--- src/rtl/gate_pkg.sv ---
// Shared definitions for 2-input gate stimulus/check blocks: function codes,
// sequencer states and the reference truth table.
package gate_pkg;

  localparam logic [2:0] GF_AND  = 3'b000;
  localparam logic [2:0] GF_OR   = 3'b001;
  localparam logic [2:0] GF_NAND = 3'b010;
  localparam logic [2:0] GF_NOR  = 3'b011;
  localparam logic [2:0] GF_XOR  = 3'b100;
  localparam logic [2:0] GF_XNOR = 3'b101;

  typedef enum logic [1:0] {
    StIdle,
    StDrive,
    StDone
  } state_e;

  function automatic logic func_valid(logic [2:0] func);
    return func <= GF_XNOR;
  endfunction

  // Invalid codes never reach evaluation; they fall back to 0.
  function automatic logic gate_eval(logic [2:0] func, logic a, logic b);
    logic y;
    unique case (func)
      GF_AND:  y = a & b;
      GF_OR:   y = a | b;
      GF_NAND: y = ~(a & b);
      GF_NOR:  y = ~(a | b);
      GF_XOR:  y = a ^ b;
      GF_XNOR: y = ~(a ^ b);
      default: y = 1'b0;
    endcase
    return y;
  endfunction

endpackage

--- src/rtl/gate_stim_check_hold_timer.sv ---
// Per-vector hold counter: load sets the count to 1, clear to 0, en increments;
// hit flags count == hold.
module hold_timer #(
  parameter int unsigned HOLD_W = 8
) (
  input  logic              clk,
  input  logic              rst_n,
  input  logic              load,
  input  logic              clear,
  input  logic              en,
  input  logic [HOLD_W-1:0] hold,
  output logic              hit
);

  logic [HOLD_W-1:0] count_q;

  always_ff @(posedge clk or negedge rst_n) begin
    if (!rst_n) begin
      count_q <= '0;
    end else if (clear) begin
      count_q <= '0;
    end else if (load) begin
      count_q <= HOLD_W'(1);
    end else if (en) begin
      count_q <= count_q + HOLD_W'(1);
    end
  end

  assign hit = (count_q == hold);

endmodule

--- src/rtl/gate_stim_check.sv ---
// Stimulus sequencer for a 2-input gate: walks {a,b} through 00..11, holds each
// vector for the latched hold time and checks c against the expected function.
module gate_stim_check
  import gate_pkg::*;
#(
  parameter int unsigned HOLD_W = 8,
  parameter int unsigned ERR_W  = 3
) (
  input  logic              clk,
  input  logic              rst_n,
  input  logic              start,
  input  logic [2:0]        func,
  input  logic [HOLD_W-1:0] hold,
  output logic              a,
  output logic              b,
  input  logic              c,
  output logic              busy,
  output logic              done,
  output logic              pass,
  output logic [ERR_W-1:0]  err_cnt,
  output logic [3:0]        fail_vec
);

  localparam logic [ERR_W-1:0] ErrMax = '1;

  state_e            state_q, state_d;
  logic [2:0]        func_q, func_d;
  logic [HOLD_W-1:0] hold_q, hold_d;
  logic [1:0]        vec_q, vec_d;
  logic              busy_q, busy_d;
  logic              done_q, done_d;
  logic              pass_q, pass_d;
  logic [ERR_W-1:0]  err_q, err_d;
  logic [3:0]        fail_q, fail_d;
  logic              timer_load, timer_clear, timer_en, timer_hit;

  hold_timer #(
    .HOLD_W(HOLD_W)
  ) u_hold_timer (
    .clk  (clk),
    .rst_n(rst_n),
    .load (timer_load),
    .clear(timer_clear),
    .en   (timer_en),
    .hold (hold_q),
    .hit  (timer_hit)
  );

  always_comb begin
    state_d     = state_q;
    func_d      = func_q;
    hold_d      = hold_q;
    vec_d       = vec_q;
    busy_d      = busy_q;
    done_d      = 1'b0;
    pass_d      = pass_q;
    err_d       = err_q;
    fail_d      = fail_q;
    timer_load  = 1'b0;
    timer_clear = 1'b0;
    timer_en    = 1'b0;

    unique case (state_q)
      StIdle: begin
        if (start && func_valid(func)) begin
          func_d     = func;
          hold_d     = (hold == '0) ? HOLD_W'(1) : hold;
          err_d      = '0;
          fail_d     = '0;
          pass_d     = 1'b0;
          vec_d      = 2'd0;
          busy_d     = 1'b1;
          timer_load = 1'b1;
          state_d    = StDrive;
        end
      end
      StDrive: begin
        if (timer_hit) begin
          if (c != gate_eval(func_q, vec_q[1], vec_q[0])) begin
            if (err_q != ErrMax) begin
              err_d = err_q + ERR_W'(1);
            end
            fail_d[vec_q] = 1'b1;
          end
          if (vec_q != 2'd3) begin
            vec_d      = vec_q + 2'd1;
            timer_load = 1'b1;
          end else begin
            // Result is fixed on entry to DONE, including the final compare.
            pass_d      = (err_d == '0);
            busy_d      = 1'b0;
            done_d      = 1'b1;
            timer_clear = 1'b1;
            state_d     = StDone;
          end
        end else begin
          timer_en = 1'b1;
        end
      end
      StDone: begin
        state_d = StIdle;
      end
      default: begin
        state_d = StIdle;
      end
    endcase
  end

  always_ff @(posedge clk or negedge rst_n) begin
    if (!rst_n) begin
      state_q <= StIdle;
      func_q  <= GF_AND;
      hold_q  <= HOLD_W'(1);
      vec_q   <= 2'd0;
      busy_q  <= 1'b0;
      done_q  <= 1'b0;
      pass_q  <= 1'b0;
      err_q   <= '0;
      fail_q  <= '0;
    end else begin
      state_q <= state_d;
      func_q  <= func_d;
      hold_q  <= hold_d;
      vec_q   <= vec_d;
      busy_q  <= busy_d;
      done_q  <= done_d;
      pass_q  <= pass_d;
      err_q   <= err_d;
      fail_q  <= fail_d;
    end
  end

  assign a        = vec_q[1];
  assign b        = vec_q[0];
  assign busy     = busy_q;
  assign done     = done_q;
  assign pass     = pass_q;
  assign err_cnt  = err_q;
  assign fail_vec = fail_q;

endmodule

--- config.mk ---
export PLATFORM = sky130hd
export DESIGN_NAME = gate_stim_check
export DESIGN_NICKNAME = d
export VERILOG_FILES = /design/src/rtl/gate_pkg.sv /design/src/rtl/gate_stim_check_hold_timer.sv /design/src/rtl/gate_stim_check.sv
export SDC_FILE = /design/constraint.sdc
export NUM_CORES = 1
export LEC_CHECK = 0
export CAP_MARGIN = 20
export CORE_MARGIN = 5
export CORE_UTILIZATION = 50
export CTS_BUF_LIST = sky130_fd_sc_hd__clkbuf_4 sky130_fd_sc_hd__clkbuf_8
export DETAILED_ROUTE_END_ITERATION = 16
export PLACE_DENSITY = 0.75
export SYNTH_ARGS = -nofsm -noshare
export SYNTH_HDL_FRONTEND = slang
export SYNTH_HIERARCHICAL = 1
export SYNTH_SLANG_ARGS = --single-unit
--- constraint.sdc ---
create_clock -name clk -period 5.6 [get_ports clk]
set_input_delay 0.84 -clock clk [delete_from_list [all_inputs] [get_ports clk]]
set_output_delay 0.84 -clock clk [all_outputs]
set_load 0.05 [all_outputs]
==> results.md, run 1 <==
- Register area share after synthesis: between 40% and 50%
- Area Growth Syn to Fin: 21.7%
- Internal Power: about 0.32 mW
- Peak VDD IR: approximately 0.14 mV
- Worst reg2reg setup slack: a little over 3 ns
- Worst EP required: 5.84 ns
- Synth cell types: 39
- Ant. Diodes: 0
- Post-synth top flop: dfrtp_1
- Part of the power in combinational logic: approximately 6.4%
- Design Power: approximately 0.42 mW
- Sw frac: ~23%
- Minimum clock period: around 2.8 ns
- Initial Util: 50.8%
- Syn_area_per_cell: roughly 9.6 um^2
- Clock skew: just over 0.009 ns
- Outcome: finished clean
- Die Y: just under 70 um
- Power Density: roughly 210 nW/um^2
- Arr. time, crit path: a little over 3 ns
- Starting DRT DRC Count: 61
- Htree depth: 2
- Via count: roughly 1,300
- Yosys warning count: 6
- Syn Inst Count: around 170
- Clock slew at reported path FFs: 0.10 ns
- RSZ-0062 raised after global routing: false
- DP Cell Count: about 240
- Number of global-route vias before repair: ~1,300
- CTS tree: built
- Worst Setup SP: func[2]
- Num rows: 21
- Clk pwr share: between 30 and 40%
- Wire length per cell: 13.3 um
- Final wirelength: about 3.3 mm
- Remaining Overflow, GRT: 0
- Pre-CTS WS: 2.41 ns
- Clk_lat worst skew: 0.34 ns
- Synth Cell Area: ~1700 um^2
- Area after DPL: 1960 um^2
- P_sw: 0.0956 mW
- Slew @ Worst Pin: between 0.8 and 0.9 ns
- Max frequency: between 300 and 400 MHz
- Layout Utilization: about three fifths
- EDFF count, synth: 0
- Worst hold stages: 2
- First-pass GRT wire length: around 5.9 mm
- Fin crit share: 50.4%
- Reg-to-reg startpoint: u_hold_timer/count_q[2]$_DFFE_PN0P_
- Critical path type: in2reg
- Fin cells: between 200 and 300
- #FFs+latches synth: 33
- Startpoint Class: input port
- Fin Setup TNS: 0 ns
- Final Slew Violations: 0
- Final hold vios: 0
- Final setup fails: 0
- Layout cells sized above 1: approximately 8.3%
- HPWL after detailed placement: 2.55 mm
- Maximum root-to-sink buffer count: 2
- TritonCTS Buffers: 5
- CP endpoint: u_hold_timer/count_q[7]$_DFFE_PN0P_
- Nets: 224
- Core ar.: roughly 3300 um^2
- Setup Buffers After CTS: 0
- Syn Nets: around 200
- Die area: 4590 um^2
- Ports: 27
- Drt drc: 0
- Post-route ant nets: 0
- Leak: ~0.96 nW
- Horiz. Die Dim: a little under 70 um
- Max_cap viols: 0
- FF-to-FF path depth: 10
- Sequential power share: a little under three fifths
- R2R Path End: u_hold_timer/count_q[7]$_DFFE_PN0P_
- PortBufs: 26
- Root buffer cell: clkbuf_4
- Largest net degree at the start of global routing: 34
- Final WS setup: ~2.8 ns
- CP max FO: 22
- 1st-pass router iterations: 4
- Commonest non-fill, non-tap cell in the layout: nand2_1
- Asr flop ratio synth: between 90% and 100%
- Slew margin rel.: 46.2%
- CP Capture Type: flip-flop
- GPL Wtd Cong: around 0.87
- CTS Sinks: 33
- Worst Hold Class: reg2reg
- Commonest cells after routing, fill and taps aside: 45 x nand2_1, 32 x dfrtp_1, 26 x clkdlybuf4s50_1
- Initial antenna violation count: 0
- WHS: about 0.5 ns
- Total track usage: between 15 and 20%
- Vias per std cell: between 5 and 6
- Hold_buf cts: 0
- Post-cts resize count: 0
- Final instance area: roughly 2000 um^2
how the worst min path moves through the flow:
stage | from | end
floorplan | hold_q[2]$_DFFE_PN0P_ | hold_q[2]$_DFFE_PN0P_
global placement | busy$_DFFE_PN0P_ | busy$_DFFE_PN0P_
detailed placement | busy$_DFFE_PN0P_ | busy$_DFFE_PN0P_
CTS | busy$_DFFE_PN0P_ | busy$_DFFE_PN0P_
global route | busy$_DFFE_PN0P_ | busy$_DFFE_PN0P_
finish | busy$_DFFE_PN0P_ | busy$_DFFE_PN0P_
synth_stat cells (2+ instances only):
cell,instances,share of area [%]
nand2_1,45,10
dfrtp_1,32,48
nor2_1,13,2.9
xnor2_1,8,4.2
inv_1,7,1.6
ha_1,6,4.5
nand4_1,6,2.2
o21ai_0,6,1.8
a32o_1,5,3.0
xor2_1,5,2.6
nand3_1,4,1.2
mux2i_1,3,1.8
or3_1,3,1.1
a21oi_1,2,0.60
clkbuf_1,2,0.45
o311ai_0,2,1.0
o31ai_1,2,0.90
or2_2,2,0.75
power by group through the flow:
stage               Sequential, mW  Clock, mW  Combinational, mW
global route                 0.241      0.166             0.0300
detailed placement           0.245          0             0.0276
CTS                          0.240      0.158             0.0276
global placement             0.245          0             0.0271
floorplan                    0.249          0            0.00439
finish                       0.240      0.153             0.0271
critical path, stage by stage:
cell,delay (ns)
clkdlybuf4s50_1,0.48
nand2_1,0.07
nand3_1,0.61
o21ai_0,0.41
or3_1,0.45
o31ai_1,0.20
layer usage:
metal	track usage (%)	share of wire, %
met2	25.8	44
met5	0	0
met1	23.3	48
met3	4.49	6.2
met4	8.93	1.3
area by class of cell:
type                    instances  area, um^2
flip-flops and latches         33         827
repair buffers                 27         268
clock inverters                 1        5.00
fillers                       296        1250
multi-input cells             129         782
well taps                      46        57.6
clock buffers                   7        65.1
inverters                       7        26.3
registers in the layout, summed over array words and instances (netlist names):
register	cells
err_cnt	3
hold_q	8
done	1
u_hold_timer/count_q	8
busy	1
fail_vec	4
state_q	2
pass	1
func_q	3
vec_q	2
cells by family (layout without fill, tap and decap cells):
family	count (synthesis)	in the layout	share of synthesized area (%)
AO/OA/AOI/OAI	24	24	11.0
XOR/XNOR	13	13	6.82
adder cells (fa/ha/maj)	6	6	4.50
buffers and inverters	12	42	3.60
flip-flops	33	33	49.6
multiplexers	3	3	1.80
AND/OR/NAND/NOR	83	83	22.7
Power figures use the tool's default switching activity.
==> run 2: changes to the inputs <==
- clock period: 5.6 -> 2.8 ns (I/O delays scaled with it)
==> run 2 against run 1 <==
Compared with the run above: non-clock buffer count up 3; critical path depth grew 5; critical path type is now reg2reg; via count is 3.0% higher; power is 90% higher; setup slack got worse by 2.3 ns; utilization grew 0.23 points; design area grew 0.37%; highest routed layer unchanged; sequential share of layout area fell by 0.15 points; cell count rose by 1.2%; count of clock-buffer cells in the layout down 1; register-to-register slack worse by 2.6 ns.
==> results.md, run 2 (same netlist as run 1, synthesis figures left out) <==
- RSZ-0062 raised after global routing: false
- Layout cells sized above 1: approximately 9.7%
- Final wirelength: between 3 and 4 mm
- Die Y: about 68 um
- Nets: roughly 230
- Critical Path Max Stage Delay: between 0.4 and 0.5 ns
- Area Growth Syn to Fin: 22.1%
- Slew @ Worst Pin: approximately 0.50 ns
- Top cell by count, worst path: nor2_1
- Design Power: between 0.7 and 0.8 mW
- First-pass GRT wire length: roughly 6.1 mm
- CP max FO: 7
- Setup Buffers After CTS: 0
- Post-route ant nets: 0
- PortBufs: 26
- Horiz. Die Dim: 67.8 um
- Commonest non-fill, non-tap cell in the layout: nand2_1
- Leak: 0.971 nW
- Pre-CTS WS: 0.559 ns
- FF-to-FF path depth: 11
- CTS tree: built
- # fillers: about 290
- Clock skew: 0.0102 ns
- Ports: 27
- CP Cell Sequence: xnor2_1 > nand4_1 > nor2_1 > inv_1 > nor2_1 > buf_4 > nand2_1 > inv_1 > nor2_1 > a21o_1 > o31ai_1
- Reg-to-reg startpoint: u_hold_timer/count_q[3]$_DFFE_PN0P_
- HPWL after detailed placement: ~2.6 mm
- Final setup fails: 0
- GPL Wtd Cong: about 0.85
- Critical path type: reg2reg
- Max frequency: 429 MHz
- Vias per std cell: 5.40
- Clk_lat worst skew: approximately 0.34 ns
- Die area: 4590 um^2
- Outcome: finished clean
- Worst Hold Class: in2async
- Wire length per cell: ~14 um
- Root buffer cell: clkbuf_4
- Clock slew at reported path FFs: 0.10 ns
- Final WS setup: between 0.4 and 0.5 ns
- Number of global-route vias before repair: 1,335
- Minimum clock period: 2.33 ns
- TritonCTS Buffers: 5
- Drt drc: 0
- Hold_buf cts: 0
- Commonest cells after routing, fill and taps aside: 45 x nand2_1, 32 x dfrtp_1, 26 x clkdlybuf4s50_1
- Remaining Overflow, GRT: 0
- CTS Sinks: 33
- Power Density: 391 nW/um^2
- Post-cts resize count: 0
- Startpoint Class: flip-flop
- Final Slew Violations: 0
- Maximum root-to-sink buffer count: 2
- Ant. Diodes: 0
- Max_cap viols: 0
- Total track usage: about 18%
- CP endpoint: u_hold_timer/count_q[7]$_DFFE_PN0P_
- Largest net degree at the start of global routing: 34
- Via count: between 1,000 and 1,500
- Starting DRT DRC Count: between 80 and 90
- Final hold vios: 0
- 1st-pass router iterations: 4
- Initial Util: a little over 50%
- Htree depth: 2
- CP max-delay cell: dfrtp_1
- R2R Path End: u_hold_timer/count_q[7]$_DFFE_PN0P_
- CP Capture Type: flip-flop
- Peak VDD IR: 0.269 mV
- Slew margin rel.: roughly two thirds
- Fin Setup TNS: 0 ns
- Core ar.: between 3000 and 4000 um^2
- Worst Setup SP: u_hold_timer/count_q[3]$_DFFE_PN0P_
- Initial antenna violation count: 0
- Fin crit share: approximately 83%
- Worst reg2reg setup slack: about 0.47 ns
- Num rows: 21
- Worst EP required: around 3.1 ns
- Arr. time, crit path: approximately 2.6 ns
[run 2: changes by cell type in the layout (fill, tap and decap cells not counted), sizes merged]
cell | before | now
clkinv | 1 | 2
clkbuf | 7 | 6
buf | 1 | 4
[run 2: layout make-up]
type	count	area (um^2)	area share, %
multi-input cells	129	782	38.4
well taps	46	57.6	2.82
inverters	7	26.3	1.29
flip-flops and latches	33	827	40.6
clock buffers	6	45.0	2.21
clock inverters	2	10.0	0.491
repair buffers	30	290	14.2
[run 2: worst min path at each step]
stage	from	endpoint	slack (ns)	depth (start not counted)
CTS	rst_n	done$_DFF_PN0_	0.47	2
detailed placement	busy$_DFFE_PN0P_	busy$_DFFE_PN0P_	0.47	2
global placement	busy$_DFFE_PN0P_	busy$_DFFE_PN0P_	0.47	2
finish	rst_n	u_hold_timer/count_q[0]$_DFFE_PN0P_	0.47	2
floorplan	rst_n	busy$_DFFE_PN0P_	0.12	0
global route	rst_n	u_hold_timer/count_q[0]$_DFFE_PN0P_	0.50	2
[run 2: routing by layer]
metal  part of all wire (%)  GRT usage (%)  vias up
met2                     45           26.2       46
met4                    1.2           6.70        0
met1                     47           24.3      650
met5                      0              0        -
li1                       -              -      665
met3                    7.1           5.49        6
[run 2: stage by stage]
step                hold slack [ns]  instance area [um^2]  utilization (%)  std cells
global route                  0.495                  2040             62.1        253
finish                        0.468                  2040             62.1        253
global placement              0.467                  1980             60.4        245
CTS                           0.474                  2040             62.1        253
detailed placement            0.474                  1980             60.4        245
floorplan                     0.124                  1670                -        174
[run 2: worst max-delay path: cells and delay by family (launching register included)]
family                 cells  cell delay (ns)
XOR/XNOR                   1             0.21
buffers and inverters      3             0.44
AND/OR/NAND/NOR            5             0.69
flip-flops                 1             0.46
AO/OA/AOI/OAI              2             0.43
[run 2: where the power goes]
| group | total (mW) | leakage, nW | internal, mW | switching [mW] |
|---|---|---|---|---|
| combinational | 0.0543 | 0.523 | 0.0261 | 0.0281 |
| clock | 0.263 | 0.0354 | 0.105 | 0.158 |
| sequential | 0.481 | 0.413 | 0.478 | 0.00226 |
